===== src/rtl/clk_divider_pkg.sv =====
// clk_divider_pkg: shared constants, channel-id width helper and the update record
// used by clk_divider_multi and its handshake interface.
package clk_divider_pkg;

  localparam int unsigned CNT_W_DEF        = 26;
  localparam int unsigned DEFAULT_HALF_DEF = 25000000;
  localparam int unsigned MAX_CH           = 16;
  localparam int unsigned MAX_CH_W         = 4;
  localparam int unsigned MAX_CNT_W        = 32;

  // Channel-index width, never below one bit
  function automatic int unsigned chWidth(input int unsigned numCh);
    return (numCh > 1) ? $clog2(numCh) : 1;
  endfunction

  // Divisor update record held in the shadow slot
  typedef struct packed {
    logic [MAX_CH_W-1:0]  ch;
    logic [MAX_CNT_W-1:0] value;
  } updRec_t;

endpackage


===== src/rtl/clk_divider_multi_if.sv =====
// clk_divider_multi_if: divisor update valid/ready handshake.
interface clk_divider_multi_if
  import clk_divider_pkg::*;
#(
  parameter int unsigned NUM_CH = 2,
  parameter int unsigned CNT_W  = CNT_W_DEF
);

  localparam int unsigned CH_W = chWidth(NUM_CH);

  logic             div_valid;
  logic [CH_W-1:0]  div_ch;
  logic [CNT_W-1:0] div_value;
  logic             div_ready;

  modport master (output div_valid, div_ch, div_value, input div_ready);
  modport slave  (input div_valid, div_ch, div_value, output div_ready);

endinterface


===== src/rtl/clk_divider_channel.sv =====
// clk_divider_channel: one divider channel (counter, half-period register,
// divided clock and rising-edge tick). Tick logic exists only when
// CLK_DIVIDER_TICK_EN is defined; otherwise tick is tied low.
module clk_divider_channel #(
  parameter int unsigned CNT_W        = 8,
  parameter int unsigned DEFAULT_HALF = 3
) (
  input  logic             inClk,
  input  logic             reset,
  input  logic             en,
  input  logic             load,
  input  logic [CNT_W-1:0] load_value,
  output logic             wrap,
  output logic             outClk,
  output logic             tick
);

  logic [CNT_W-1:0] cnt;
  logic [CNT_W-1:0] half;

  // Wrap edge: the counter has reached (or passed) the current half-period
  assign wrap = en && (cnt >= half);

  // Half-period counter and divided clock; disable clears both at once
  always_ff @(posedge inClk or negedge reset) begin
    if (!reset) begin
      cnt    <= '0;
      outClk <= 1'b0;
    end else if (!en) begin
      cnt    <= '0;
      outClk <= 1'b0;
    end else if (wrap) begin
      cnt    <= '0;
      outClk <= ~outClk;
    end else begin
      cnt    <= cnt + CNT_W'(1);
    end
  end

  // Half-period register; the top only pulses load on a safe boundary
  always_ff @(posedge inClk or negedge reset) begin
    if (!reset) begin
      half <= CNT_W'(DEFAULT_HALF);
    end else if (load) begin
      half <= load_value;
    end
  end

`ifdef CLK_DIVIDER_TICK_EN
  // Tick coincides with every 0->1 of outClk
  always_ff @(posedge inClk or negedge reset) begin
    if (!reset) begin
      tick <= 1'b0;
    end else begin
      tick <= wrap & ~outClk;
    end
  end
`else
  assign tick = 1'b0;
`endif

endmodule


===== src/rtl/clk_divider_multi.sv =====
// clk_divider_multi: NUM_CH runtime-programmable clock dividers sharing one
// shadow update slot. Optional tick strobes are built under CLK_DIVIDER_TICK_EN.
module clk_divider_multi
  import clk_divider_pkg::*;
#(
  parameter int unsigned NUM_CH       = 2,
  parameter int unsigned CNT_W        = CNT_W_DEF,
  parameter int unsigned DEFAULT_HALF = DEFAULT_HALF_DEF
) (
  input  logic              inClk,
  input  logic              reset,
  input  logic [NUM_CH-1:0] en,
  clk_divider_multi_if.slave divBus,
  output logic [NUM_CH-1:0] outClk,
  output logic [NUM_CH-1:0] tick
);

  // Elaboration-time parameter sanity
  if (NUM_CH < 1 || NUM_CH > MAX_CH) begin : gBadNumCh
    $error("clk_divider_multi: NUM_CH must be 1..16");
  end
  if (CNT_W < 1 || CNT_W > MAX_CNT_W) begin : gBadCntW
    $error("clk_divider_multi: CNT_W must be 1..32");
  end
  if (64'(DEFAULT_HALF) >= (64'd1 << CNT_W)) begin : gBadDefault
    $error("clk_divider_multi: DEFAULT_HALF does not fit in CNT_W");
  end

  logic              pending;
  updRec_t           shadow;
  logic              xfer;
  logic              inRange;
  logic              applyAny;
  logic [NUM_CH-1:0] loadVec;
  logic [NUM_CH-1:0] wrapVec;
  logic              unusedShadow;

  // Single shadow slot: ready whenever nothing is pending
  assign divBus.div_ready = ~pending;
  assign xfer             = divBus.div_valid & ~pending;
  assign inRange          = (32'(divBus.div_ch) < NUM_CH);
  assign applyAny         = |loadVec;
  assign unusedShadow     = ^shadow.value;

  // Steer the pending update: at the next wrap if running, else right away
  always_comb begin
    loadVec = '0;
    for (int i = 0; i < int'(NUM_CH); i++) begin
      loadVec[i] = pending && (shadow.ch == MAX_CH_W'(i)) && (!en[i] || wrapVec[i]);
    end
  end

  // Capture accepted updates; out-of-range ids complete but are dropped
  always_ff @(posedge inClk or negedge reset) begin
    if (!reset) begin
      pending <= 1'b0;
      shadow  <= '0;
    end else if (xfer) begin
      if (inRange) begin
        pending      <= 1'b1;
        shadow.ch    <= MAX_CH_W'(divBus.div_ch);
        shadow.value <= MAX_CNT_W'(divBus.div_value);
      end
    end else if (applyAny) begin
      pending <= 1'b0;
    end
  end

  // One divider per channel
  for (genvar g = 0; g < int'(NUM_CH); g++) begin : gCh
    clk_divider_channel #(
      .CNT_W        (CNT_W),
      .DEFAULT_HALF (DEFAULT_HALF)
    ) uCh (
      .inClk      (inClk),
      .reset      (reset),
      .en         (en[g]),
      .load       (loadVec[g]),
      .load_value (CNT_W'(shadow.value)),
      .wrap       (wrapVec[g]),
      .outClk     (outClk[g]),
      .tick       (tick[g])
    );
  end

endmodule


===== src/flat_wrapper.sv =====
// flat-port wrapper written by rule: the top's interface ports become plain ports
module clk_divider_multi_flat import clk_divider_pkg::*;
#(
  parameter int unsigned NUM_CH       = 2,
  parameter int unsigned CNT_W        = CNT_W_DEF,
  parameter int unsigned DEFAULT_HALF = DEFAULT_HALF_DEF
)
  (inClk, reset, en, outClk, tick, divBus_div_valid, divBus_div_ch, divBus_div_value, divBus_div_ready);
  clk_divider_multi_if #(.NUM_CH(NUM_CH), .CNT_W(CNT_W)) divBus_i ();
  input  logic inClk;
  input  logic reset;
  input  logic [NUM_CH-1:0] en;
  output logic [NUM_CH-1:0] outClk;
  output logic [NUM_CH-1:0] tick;
  input wire logic [$bits(divBus_i.div_valid)-1:0] divBus_div_valid;
  input wire logic [$bits(divBus_i.div_ch)-1:0] divBus_div_ch;
  input wire logic [$bits(divBus_i.div_value)-1:0] divBus_div_value;
  output wire logic [$bits(divBus_i.div_ready)-1:0] divBus_div_ready;
  assign divBus_i.div_valid = divBus_div_valid;
  assign divBus_i.div_ch = divBus_div_ch;
  assign divBus_i.div_value = divBus_div_value;
  assign divBus_div_ready = divBus_i.div_ready;
  clk_divider_multi #(.NUM_CH(NUM_CH), .CNT_W(CNT_W), .DEFAULT_HALF(DEFAULT_HALF)) u_core (.inClk(inClk), .reset(reset), .en(en), .divBus(divBus_i), .outClk(outClk), .tick(tick));
endmodule

===== config.mk =====
export PLATFORM = sky130hd
export DESIGN_NAME = clk_divider_multi_flat
export DESIGN_NICKNAME = d
export VERILOG_FILES = /design/src/rtl/clk_divider_pkg.sv /design/src/rtl/clk_divider_multi_if.sv /design/src/rtl/clk_divider_channel.sv /design/src/rtl/clk_divider_multi.sv /design/src/flat_wrapper.sv
export SDC_FILE = /design/constraint.sdc
export NUM_CORES = 1
export LEC_CHECK = 0
export BUFFER_PORTS_ARGS = -buffer_cell sky130_fd_sc_hd__clkbuf_2
export CAP_MARGIN = 20
export CORE_MARGIN = 2
export CORE_UTILIZATION = 35
export CTS_BUF_LIST = sky130_fd_sc_hd__clkbuf_4 sky130_fd_sc_hd__clkbuf_8
export CTS_CLUSTER_SIZE = 28
export DETAILED_ROUTE_END_ITERATION = 7
export PLACE_DENSITY = 0.63
export SLEW_MARGIN = 40
export SYNTH_ARGS = -nofsm -noshare
export SYNTH_HDL_FRONTEND = slang
export SYNTH_SLANG_ARGS = --single-unit

===== constraint.sdc =====
create_clock -name inClk -period 2.78 [get_ports inClk]
set_clock_uncertainty 0.1 [all_clocks]
set_input_delay 0 -clock inClk [delete_from_list [all_inputs] [get_ports inClk]]
set_output_delay 0 -clock inClk [all_outputs]
set_load 0.005 [all_outputs]

Word level (Yosys, flattened, before mapping)
Cells that the tools add are included.

Input bits: 32. Output and inout bits: 5. Bits in latches: 0. Bits in writable memories: 0. Memories kept: 0. Bits in read-only memories: 0. Flip-flop bits (word level): 134. Logic and storage cells: 42.

Equal/unequal tests: 2. Add/sub/neg operators: 2. Reductions and logical operators: 13. Shift operators: 0. Muxes and demuxes: 10. $mul: 0. Magnitude comparators: 2. Divide/modulo/power cells: 0. Bitwise logic cells: 4.

Operators by type and width (number): $mux W26 (4); $add A26 B1 Y26 const B (2); $ge A26 B26 Y1 (2); $logic_and A1 B1 Y1 (6); $mux W1 (6); $logic_not A4 Y1 (1); $ne A2 B1 Y1 const B (2); $not A1 Y1 (3); $logic_not A1 Y1 (2); $logic_or A1 B1 Y1 (2); $reduce_bool A2 Y1 (1); $reduce_or A2 Y1 (1); $and A1 B1 Y1 (1).

Logic depth before layout (Yosys ltp)
Gate-level depths: netlist (run 1).

Word-level depth: 7. Gate-level depth with buffers: 10. Mapped depth without buffers: 8.

By module
From an unflattened synthesis (run 1), not the netlist that was laid out.

Cell total of the unflattened synthesis: 667. Area total of the unflattened synthesis: 6824.0 sq um.

By module, submodules not included: clk_divider_channel (area each 2846.5 sq um, times used 2, cells each 300, seq. area each 1341.3 sq um); clk_divider_multi (area each 1131.1 sq um, times used 1, cells each 67, seq. area each 700.7 sq um).

Worst setup path after synthesis (run 1)
OpenSTA, ideal clock, no wires.

Kind: register to register. Start: register u_core.gCh[1].uCh.half[6]. End: register u_core.gCh[1].uCh.half[10]. Buffers on the path: 1. Stages on the path, launching flop included: 10. Arrival time: 2.668 ns. Period minus slack after synthesis: 2.893 ns. Path slack: -0.113 ns. Setup time: 0.125 ns. Path through: dfstp_2 inv_1 ha_1 nand4_1 a211oi_1 a2111o_1 a2111o_1 a32oi_4 buf_12 mux2_4.

Longest elaborated chain between the ends: 4.

Ends and longest elaborated chain: start, declared (RTL line clk_divider_channel.sv:19) `logic [CNT_W-1:0] half;`; start signal, assigned (RTL line clk_divider_channel.sv:43) `half <= CNT_W'(DEFAULT_HALF);`; start signal, assigned (RTL line clk_divider_channel.sv:45) `half <= load_value;`; $ge A26 B26 Y1 (RTL line clk_divider_channel.sv:22) `assign wrap = en && (cnt >= half);`; $logic_and A1 B1 Y1 (RTL line clk_divider_channel.sv:22); $logic_or A1 B1 Y1 (RTL line clk_divider_multi.sv:49) `loadVec[i] = pending && (shadow.ch == MAX_CH_W'(i)) && (!en[i] || wrapVec[i]);`; $logic_and A1 B1 Y1 (RTL line clk_divider_multi.sv:49).

No other way between the ends. A chain may end at the register's enable or synchronous reset.

Worst setup path in the final report (run 1)
Start: register u_core.gCh[1].uCh.half[3]. End: register u_core.gCh[1].uCh.half[4].

Same word-level chain as after synthesis.

==> impl_metrics.toml, run 1 <==
[synthesis]
netlist_instances = 619
synth_top_area_share_pct = 39.45
synth_area_leaders = "dfrtp_1 (39%), mux2_2 (9.8%), ha_1 (9.7%), dfstp_2 (9.0%), mux2_4 (4.1%)"
ys.flop_type = "dfrtp_1"
synth_seq_area_share_pct = 48.49
avgSynthCellArea_sq_um = 11.27
ys_types = 48
netlist_area_sq_mm = 0.006977
ys_ff_latch = 134
yosys.area.top_type = "dfrtp_1"
postSynth.asyncResetShare_pct = 100.0
netlist_top_cells_count = "dfrtp_1 (110), nor2_1 (74), inv_1 (66)"
synth_most_common_cell = "dfrtp_1"
synth_warnings = 0
synth_edf_count = 0

[placement]
hpwl_microns = 10100
portBuffers = 34
pre_cts_slack_ps = -132.8
gp_congestion = 0.7866

[die]
start_util_pct = 35.73
dieWidth_microns = 145.2
die_area_sq_mm = 0.02108
fp.coreArea_sq_mm = 0.01953
io-pin-count = 37
fp.dieH_microns = 145.2
row_count = 51

[drt]
drtIter0Drc = 235
drcViolationCount = 0
vias = 4840
wl_per_cell_microns = 15.30
drt-total-wl_microns = 15620
vias_per_cell = 4.740
dr.pass1.iters = 4
postRouteAntennaNets = 0

[global_routing]
grt_max_degree = 74
grt-ovfl-total = 0
antenna_found_initial = 0
grt_util_all_layers_pct = 14.29
grt_pass1_wl_microns = 23960
grt_pass1_vias = 4808

[critical_path]
arrival_ps = 3090
startpoint_type = "register"
crit_top_cell = "a2111o_1"
max_stage_delay_ps = 420
worstPathCellList = "inv_2 > ha_4 > a21oi_2 > o21ai_2 > a2111o_1 > a2111o_1 > a32oi_4 > buf_4 > buf_12 > mux2_2"
crit_type = "register to register"
cp-end-kind = "register"
crit_required_ps = 3030
critPathMaxFanout = 5
rr_startpoint = "u_core.gCh[1].uCh.half[3]$_DFFE_PN0P_"
crit_slowest_cell = "a2111o_1"
startpoint = "u_core.gCh[1].uCh.half[3]$_DFFE_PN0P_"

[sta]
rsz0062_at_grt = "true"
final_hold_viol_count = 0
period_minus_slack_ps = 2841
finalCritPeriodShare_pct = 102.2
setup_ws_ps = -60.77
setup_viol = 21
finalSetupTns_ps = -692.3
max_freq_mhz = 352.0
timing.slew.headroom_pct = 54.22
worst_pin_slew_ps = 686.7
drv_slew = 0

[layout]
drive_above_1_share_pct = 36.24
area_growth_pct = 30.74
post-route-util_pct = 46.71
fill_cells = 1830
nets = 829
n_antenna_cell = 0

[outcome]
status = "complete, but fails checks"
violations = "setup timing"

[cts]
cts_tree = "yes"
clock_latency_ps = 460
cts_buffers = 17
cts_max_level = 4
clkTransAtPathRegs_ps = 80
root_buffer = "clkbuf_8"
clock-sinks = 134
cts_buffer_depth = 2

[job]
drv_cap = 0

[min_path]
hold_class = "input port to asynchronous set/reset pin"

[power_and_ir_drop]
power.leakage_uw = 0.004338
fin_total_pwr_uw = 7677
peakVddDrop_mv = 0.3879
p_per_area_mw_per_mm2 = 841.7
report_power, final:
group / internal, uW / total (uW) / switching, uW
Clock: 1110 / 1910 / 798
Sequential: 2700 / 3210 / 517
Combinational: 1520 / 2550 / 1030
Total: 5330 / 7680 / 2350
routing by layer:
metal  routed length, microns  up-vias  track usage, %
met5                        0        -               0
met4                      374        0           4.804
met3                      325       29           3.553
met2                     8002       58           23.74
met1                     6920     2398           18.25
li1                         -     2355               -
cells in the final DEF (no fill, tap or decap), drive strengths merged, types with 2 or more instances in the layout:
cell type / count
a21oi: 15
nand4: 15
buf: 53
nand2: 24
xor2: 25
nor4: 6
xnor2: 23
nor2b: 4
and4: 3
ha: 54
clkbuf: 58
inv: 67
o21ai: 6
a211oi: 5
conb: 2
bufinv: 5
nand2b: 4
dfstp: 24
nor3: 6
a2111o: 3
and3: 8
dfrtp: 110
clkinv: 4
dlygate4sd3: 30
clkinvlp: 2
mux2: 81
nand3: 27
a21o: 4
nor2: 74
worst paths after layout:
kind | endpoint | slack [ps] | depth (start not counted)
setup / recovery | u_core.gCh[1].uCh.half[4]$_DFFE_PN0P_ | -60 | 10
setup reg to reg | u_core.gCh[1].uCh.half[4]$_DFFE_PN0P_ | -60 | 10
max in group asynchronous | u_core.gCh[0].uCh.half[22]$_DFFE_PN1P_ | 1710 | 3
hold / removal | u_core.gCh[1].uCh.half[10]$_DFFE_PN0P_ | 60 | 2
min in group inClk | u_core.pending$_DFFE_PN0P_ | 170 | 4
hold reg to reg | u_core.gCh[0].uCh.half[7]$_DFFE_PN0P_ | 420 | 1
cells by family (layout without fill, tap and decap cells):
| kind of cell | after synthesis | after routing | share of synthesized area (%) |
|---|---|---|---|
| xor+xnor | 48 | 48 | 6.026 |
| mux | 81 | 81 | 14.10 |
| compound gates | 44 | 44 | 4.824 |
| other cells | 1 | 2 | 0.05375 |
| flops | 134 | 134 | 48.49 |
| simple gates | 174 | 174 | 11.64 |
| buf+inv | 83 | 219 | 5.183 |
| fa+ha+maj | 54 | 54 | 9.684 |
repair_timing:
item | CTS | global route
setup buffers | 0 | 13
hold endpoints to repair | 101 | 0
hold buffers | 30 | 0
setup endpoints to repair | 34 | 76
pin swaps | 0 | 22
gates cloned | 0 | 6
gates resized for setup | 4 | 65
metrics by stage:
stage / instances / hold slack (ps) / instance area (sq um)
3_3_place_gp: 940 / -13.89 / 7754
4_1_cts: 1002 / 78.41 / 8534
6_report: 1021 / 56.37 / 9121
5_1_grt: 1021 / 98.12 / 9121
2_1_floorplan: 620 / -395.6 / 7000
3_5_place_dp: 940 / -18.69 / 7754
final cells by class:
type                            instances  area (sq um)  share of cell area [%]
Clock buffer                           20         262.8                   2.881
Clock inverter                         12         201.4                   2.209
Inverter                               66         247.7                   2.716
Multi-Input combinational cell        403          3633                   39.84
Sequential cell                       134          3386                   37.12
Tap cell                              265         331.6                   3.635
Timing Repair Buffer                  121          1059                   11.60
flip-flops by register name, indices dropped and copies added, names as in the netlist:
signal                 flops
u_core.gCh.uCh.outClk      2
u_core.shadow             27
u_core.pending             1
u_core.gCh.uCh.half       52
u_core.gCh.uCh.cnt        52
worst max-delay path, delay by kind of cell, from the launching register on:
family,cells,cell delay [ps]
compound gates,5,1320
mux,1,320
fa+ha+maj,1,200
flops,1,390
buf+inv,3,400
Note: power is estimated with default switching activity, not from simulation.
==> inputs of run 2 (changes only) <==
ABC_AREA = 1   (was not set)
GPL_ROUTABILITY_DRIVEN = 1   (was not set)
==> impl_metrics.toml, run 2 <==
[outcome]
status = "complete, no violations"

[sta]
rsz0062_at_grt = "false"
setup_viol = 0
final_hold_viol_count = 0
max_freq_mhz = 410.8
finalCritPeriodShare_pct = 87.56
fin_hold_ws_ps = 41.76
timing.slew.headroom_pct = 56.52
worst_pin_slew_ps = 652.2
period_minus_slack_ps = 2434
finalSetupTns_ps = 0
drv_slew = 0

[cts]
clock_latency_ps = 460
clock-sinks = 134
root_buffer = "clkbuf_8"
ctsResizeCount = 0
cts_buffers = 17
cts_max_level = 4
cts_setup_buffers = 0
cts_buffer_depth = 2
cts_tree = "yes"
clkTransAtPathRegs_ps = 70

[synthesis]
synth.area.mux_share_pct = 0.1481
synth_warnings = 0
synth-compound-area-share_pct = 8.560
netlist_top_cells_count = "nand2_1 (197), inv_1 (139), nor2_1 (126)"
avgSynthCellArea_sq_um = 8.271
yosys.area.top_type = "dfrtp_1"
synthXorXnorAreaFrac_pct = 3.802
synth_edf_count = 0
synthSimpleGateAreaFrac_pct = 24.79
netlist_instances = 919
ys.flop_type = "dfrtp_1"
synth_top_family_by_area = "simple AND/OR/NAND/NOR gates"
synth_seq_area_share_pct = 44.51
postSynth.asyncResetShare_pct = 100.0
netlist_area_sq_mm = 0.007601
synth_top_area_share_pct = 36.21
synth_most_common_cell = "nand2_1"
ys_ff_latch = 134
ys_types = 41
synth_area_leaders = "dfrtp_1 (36%), nand2_1 (9.7%), ha_1 (8.9%), dfstp_2 (8.3%), inv_1 (6.9%)"
synthAdderAreaFrac_pct = 8.889

[die]
start_util_pct = 35.93
io-pin-count = 37
dieWidth_microns = 151.4
die_area_sq_mm = 0.02291
fp.coreArea_sq_mm = 0.02115
row_count = 53
fp.dieH_microns = 151.4

[drt]
vias_per_cell = 4.689
drt-total-wl_microns = 16560
dr.pass1.iters = 4
wl_per_cell_microns = 12.99
vias = 5978
postRouteAntennaNets = 0
drcViolationCount = 0
drtIter0Drc = 361

[layout]
final_common_cell = "nand2_1"
stdcell_count = 1275
drive_above_1_share_pct = 14.90
post-route-util_pct = 41.27
n_antenna_cell = 0
area_growth_pct = 14.86
final_cell_mix = "nand2_1 (196), inv_1 (139), nor2_1 (126), dfrtp_1 (110), ha_1 (54)"
fill_cells = 2083
top_regs = "u_core.gCh.uCh.cnt x52, u_core.gCh.uCh.half x52, u_core.shadow x27"
nets = 1074

[placement]
hpwl_microns = 12230
gp_congestion = 0.8809
dp_cells = 1213
portBuffers = 34

[critical_path]
cp-end-kind = "register"
max_stage_delay_ps = 530
crit_required_ps = 3000
crit_type = "register to register"
critPathMaxFanout = 53
crit_slowest_cell = "dfstp_2"
worstPathCellList = "inv_1 > ha_1 > inv_1 > nor3_2 > nor3b_2 > nand2_1 > nand2_4 > nand2_4 > nand2_1 > o21ai_1"
startpoint_type = "register"
arrival_ps = 2650

[power_and_ir_drop]
power.leakage_uw = 0.004258
p_per_area_mw_per_mm2 = 763.0
peakVddDrop_mv = 0.4824

[global_routing]
grt-ovfl-total = 0
grt_max_degree = 79
grt_util_all_layers_pct = 15.88
grt_pass1_vias = 5801
antenna_found_initial = 0
grt_pass1_wl_microns = 28460

[min_path]
hold_class = "input port to asynchronous set/reset pin"

[job]
drv_cap = 0
run 2: final timing paths:
check / end / slack, ps / cells after the start / start
setup / recovery: u_core.gCh[1].uCh.half[15]$_DFFE_PN0P_ / 350 / 10 / u_core.gCh[1].uCh.half[22]$_DFFE_PN1P_
hold / removal: u_core.gCh[0].uCh.outClk$_DFFE_PN0P_ / 40 / 2 / reset
setup reg to reg: u_core.gCh[1].uCh.half[15]$_DFFE_PN0P_ / 350 / 10 / u_core.gCh[1].uCh.half[22]$_DFFE_PN1P_
hold reg to reg: u_core.gCh[1].uCh.half[6]$_DFFE_PN1P_ / 370 / 2 / u_core.gCh[1].uCh.half[6]$_DFFE_PN1P_
max in group asynchronous: u_core.gCh[0].uCh.half[22]$_DFFE_PN1P_ / 1800 / 3 / reset
min in group inClk: u_core.shadow[32]$_DFFE_PN0P_ / 210 / 3 / divBus_div_ch
run 2: power by group:
| group | leakage [uW] | total, uW | switching, uW | internal, uW |
|---|---|---|---|---|
| combinational | 0.00242 | 2120 | 1360 | 758 |
| clock | 0.000195 | 1610 | 750 | 861 |
| sequential | 0.00165 | 2930 | 273 | 2660 |
| total | 0.00426 | 6660 | 2390 | 4280 |
run 2: kinds of logic after synthesis:
group | after synthesis
simple gates | 425
other cells | 1
compound gates | 107
xor+xnor | 33
flops | 134
fa+ha+maj | 54
buf+inv | 164
mux | 1
run 2: stage by stage:
stage,setup WS [ps],power (uW),cell area (sq um)
floorplan,745.0,4563,7605
global placement,433.6,5004,8031
detailed placement,360.0,5086,8031
CTS,340.4,6753,8728
global route,83.73,7268,8731
finish,345.7,6662,8731
run 2: layer usage:
| metal | track usage (%) | part of all wire, % | up-vias |
|---|---|---|---|
| met1 | 22.40 | 50 | 2796 |
| met3 | 3.735 | 4.3 | 15 |
| met4 | 3.925 | 0.97 | 0 |
| met2 | 24.62 | 44 | 115 |
| li1 | - | - | 3052 |
| met5 | 0 | 0 | - |
run 2: critical path: cells and delay by family, from the launching register on:
family	cells	cell delay, ps
fa+ha+maj	1	280
buf+inv	2	90
compound gates	1	80
simple gates	6	1230
flops	1	530
run 2: area by class of cell:
cell class	count	area, sq um	share of cell area, %
clock buffers	22	284.0	3.253
clock inverters	9	102.6	1.175
inverters	141	529.3	6.062
multi-input cells	622	3521	40.33
flip-flops and latches	134	3383	38.75
well taps	275	344.1	3.941
repair buffers	72	566.8	6.492
run 2: what timing repair did:
action                                  in CTS  in global routing
endpoints found under the setup margin       0                  0
hold buffers                                31                  0
hold endpoints to repair                   112                  0
==> inputs of run 3 (changes only) <==
HOLD_SLACK_MARGIN = 0.05   (was not set)
PLACE_DENSITY = 0.61   (was 0.63)
clock period = 2.72 ns   (was 2.78 ns; I/O delays follow)
==> impl_metrics.toml, run 3 (same netlist as run 2, synthesis figures left out) <==
[outcome]
status = "complete, no violations"

[layout]
area_growth_pct = 18.12
top_regs = "u_core.gCh.uCh.cnt x52, u_core.gCh.uCh.half x52, u_core.shadow x27"
final_common_cell = "nand2_1"
stdcell_count = 1298
fill_cells = 2091
final_cell_mix = "nand2_1 (196), inv_1 (139), nor2_1 (126), dfrtp_1 (110), ha_1 (54)"
post-route-util_pct = 42.44
drive_above_1_share_pct = 14.76
postLayoutCellArea_sq_mm = 0.008979
n_antenna_cell = 0
nets = 1096

[placement]
dp_cells = 1213
placed_area_sq_mm = 0.008031
gp_congestion = 0.8642
hpwl_microns = 12160
portBuffers = 34
pre_cts_slack_ps = 313.2

[power_and_ir_drop]
swShare_pct = 36.39
power.share.clock_pct = 24.1
switchingPower_uw = 2556
sequentialPowerShare_pct = 42.6
power.leakage_uw = 0.004363
p_comb_share_pct = 33.4
p_per_area_mw_per_mm2 = 782.5
peakVddDrop_mv = 0.5366
p_int_uw = 4469

[die]
fp.coreArea_sq_mm = 0.02115
start_util_pct = 35.93
row_count = 53
dieWidth_microns = 151.4
io-pin-count = 37
fp.dieH_microns = 151.4
die_area_sq_mm = 0.02291

[critical_path]
path_buf_inv = 3
path_delay_family = "buffers and inverters"
cp-end-kind = "register"
r2r_slack_ps = 230
max_stage_delay_ps = 580
critPathMaxFanout = 27
crit_slowest_cell = "dlygate4sd3_1"
cp_num_cells = 6
crit_required_ps = 2950
rr_worst_depth = 6
worstPathCellList = "inv_1 > nand2_2 > nor2_1 > dlygate4sd3_1 > a21oi_1 > dlygate4sd3_1"
crit_type = "register to register"
crit_top_cell = "dlygate4sd3_1"
arrival_ps = 2720
startpoint_type = "register"

[job]
drv_cap = 0

[cts]
clock_latency_ps = 460
clock-sinks = 134
root_buffer = "clkbuf_8"
cts_buffer_depth = 2
cts_max_level = 4
cts_setup_buffers = 0
ctsResizeCount = 0
cts_buffers = 17
cts_tree = "yes"
clkTransAtPathRegs_ps = 90

[drt]
dr.pass1.iters = 5
drtIter0Drc = 359
drt-total-wl_microns = 16910
vias_per_cell = 4.618
drcViolationCount = 0
postRouteAntennaNets = 0
vias = 5994
wl_per_cell_microns = 13.03

[min_path]
hold_class = "input port to register"
worstHoldPathCells = 3

[global_routing]
grt_pass1_vias = 5716
met3_usage_pct = 2.922
grt-ovfl-total = 0
met1_usage_pct = 23.54
top_usage_layer = "met2"
antenna_found_initial = 0
grt_max_degree = 62
grt_util_all_layers_pct = 15.99
grt_use_met2_pct = 23.76
grt_pass1_wl_microns = 28700

[sta]
setup_viol = 0
setup_ws_ps = 229.2
final_hold_viol_count = 0
period_minus_slack_ps = 2491
finalCritPeriodShare_pct = 91.57
finalSetupTns_ps = 0
rsz0062_at_grt = "false"
drv_slew = 0
max_freq_mhz = 401.5
worst_pin_slew_ps = 604.9
timing.slew.headroom_pct = 59.30
## run 3: timing repair
item                                    CTS  global route
endpoints found under the setup margin    0             0
hold buffers                             53             0
endpoints found under the hold margin   151             0
## run 3: worst reg2reg max path, stage by stage, from the launching register on
cell and delay [ps]:
dfrtp_1 420, inv_1 130, nand2_2 290, nor2_1 210
dlygate4sd3_1 580, a21oi_1 50, dlygate4sd3_1 580
## run 3: per-layer routing
| metal | vias to the layer above | part of all wire, % |
|---|---|---|
| met5 | - | 0 |
| met4 | 0 | 1.7 |
| met3 | 19 | 3.5 |
| met2 | 98 | 43 |
| met1 | 2779 | 52 |
| li1 | 3098 | - |
## run 3: stage by stage
step,power [uW],hold slack (ps)
6_report,7026,163.5
5_1_grt,7591,202.8
4_1_cts,7085,128.7
3_5_place_dp,5183,-91.02
3_3_place_gp,5114,-92.91
2_1_floorplan,4664,-395.6
## run 3: path summary, 6_finish.rpt
| check | startpoint | to |
|---|---|---|
| worst max register to register | u_core.pending$_DFFE_PN0P_ | u_core.shadow[20]$_DFFE_PN0P_ |
| min in group asynchronous | reset | u_core.gCh[0].uCh.half[6]$_DFFE_PN1P_ |
| worst max-delay path | u_core.pending$_DFFE_PN0P_ | u_core.shadow[20]$_DFFE_PN0P_ |
| worst min register to register | u_core.gCh[1].uCh.half[24]$_DFFE_PN1P_ | u_core.gCh[1].uCh.half[24]$_DFFE_PN1P_ |
| max in group asynchronous | reset | u_core.gCh[1].uCh.half[11]$_DFFE_PN1P_ |
| worst min-delay path | divBus_div_valid | u_core.shadow[32]$_DFFE_PN0P_ |
## run 3: area by class of cell
type,count,area (sq um),area share [%]
Clock buffer,18,247.7,2.759
Clock inverter,14,151.4,1.686
Inverter,141,529.3,5.895
Multi-Input combinational cell,622,3521,39.21
Sequential cell,134,3383,37.68
Tap cell,275,344.1,3.832
Timing Repair Buffer,94,802.0,8.933
## run 3: power by group through the flow
stage          registers [uW]  clock network [uW]  logic, uW
6_report                 2990                1690       2350
5_1_grt                  3070                1820       2710
4_1_cts                  2990                1730       2360
3_5_place_dp             3020                   0       2160
3_3_place_gp             3020                   0       2100
2_1_floorplan            2940                   0       1720
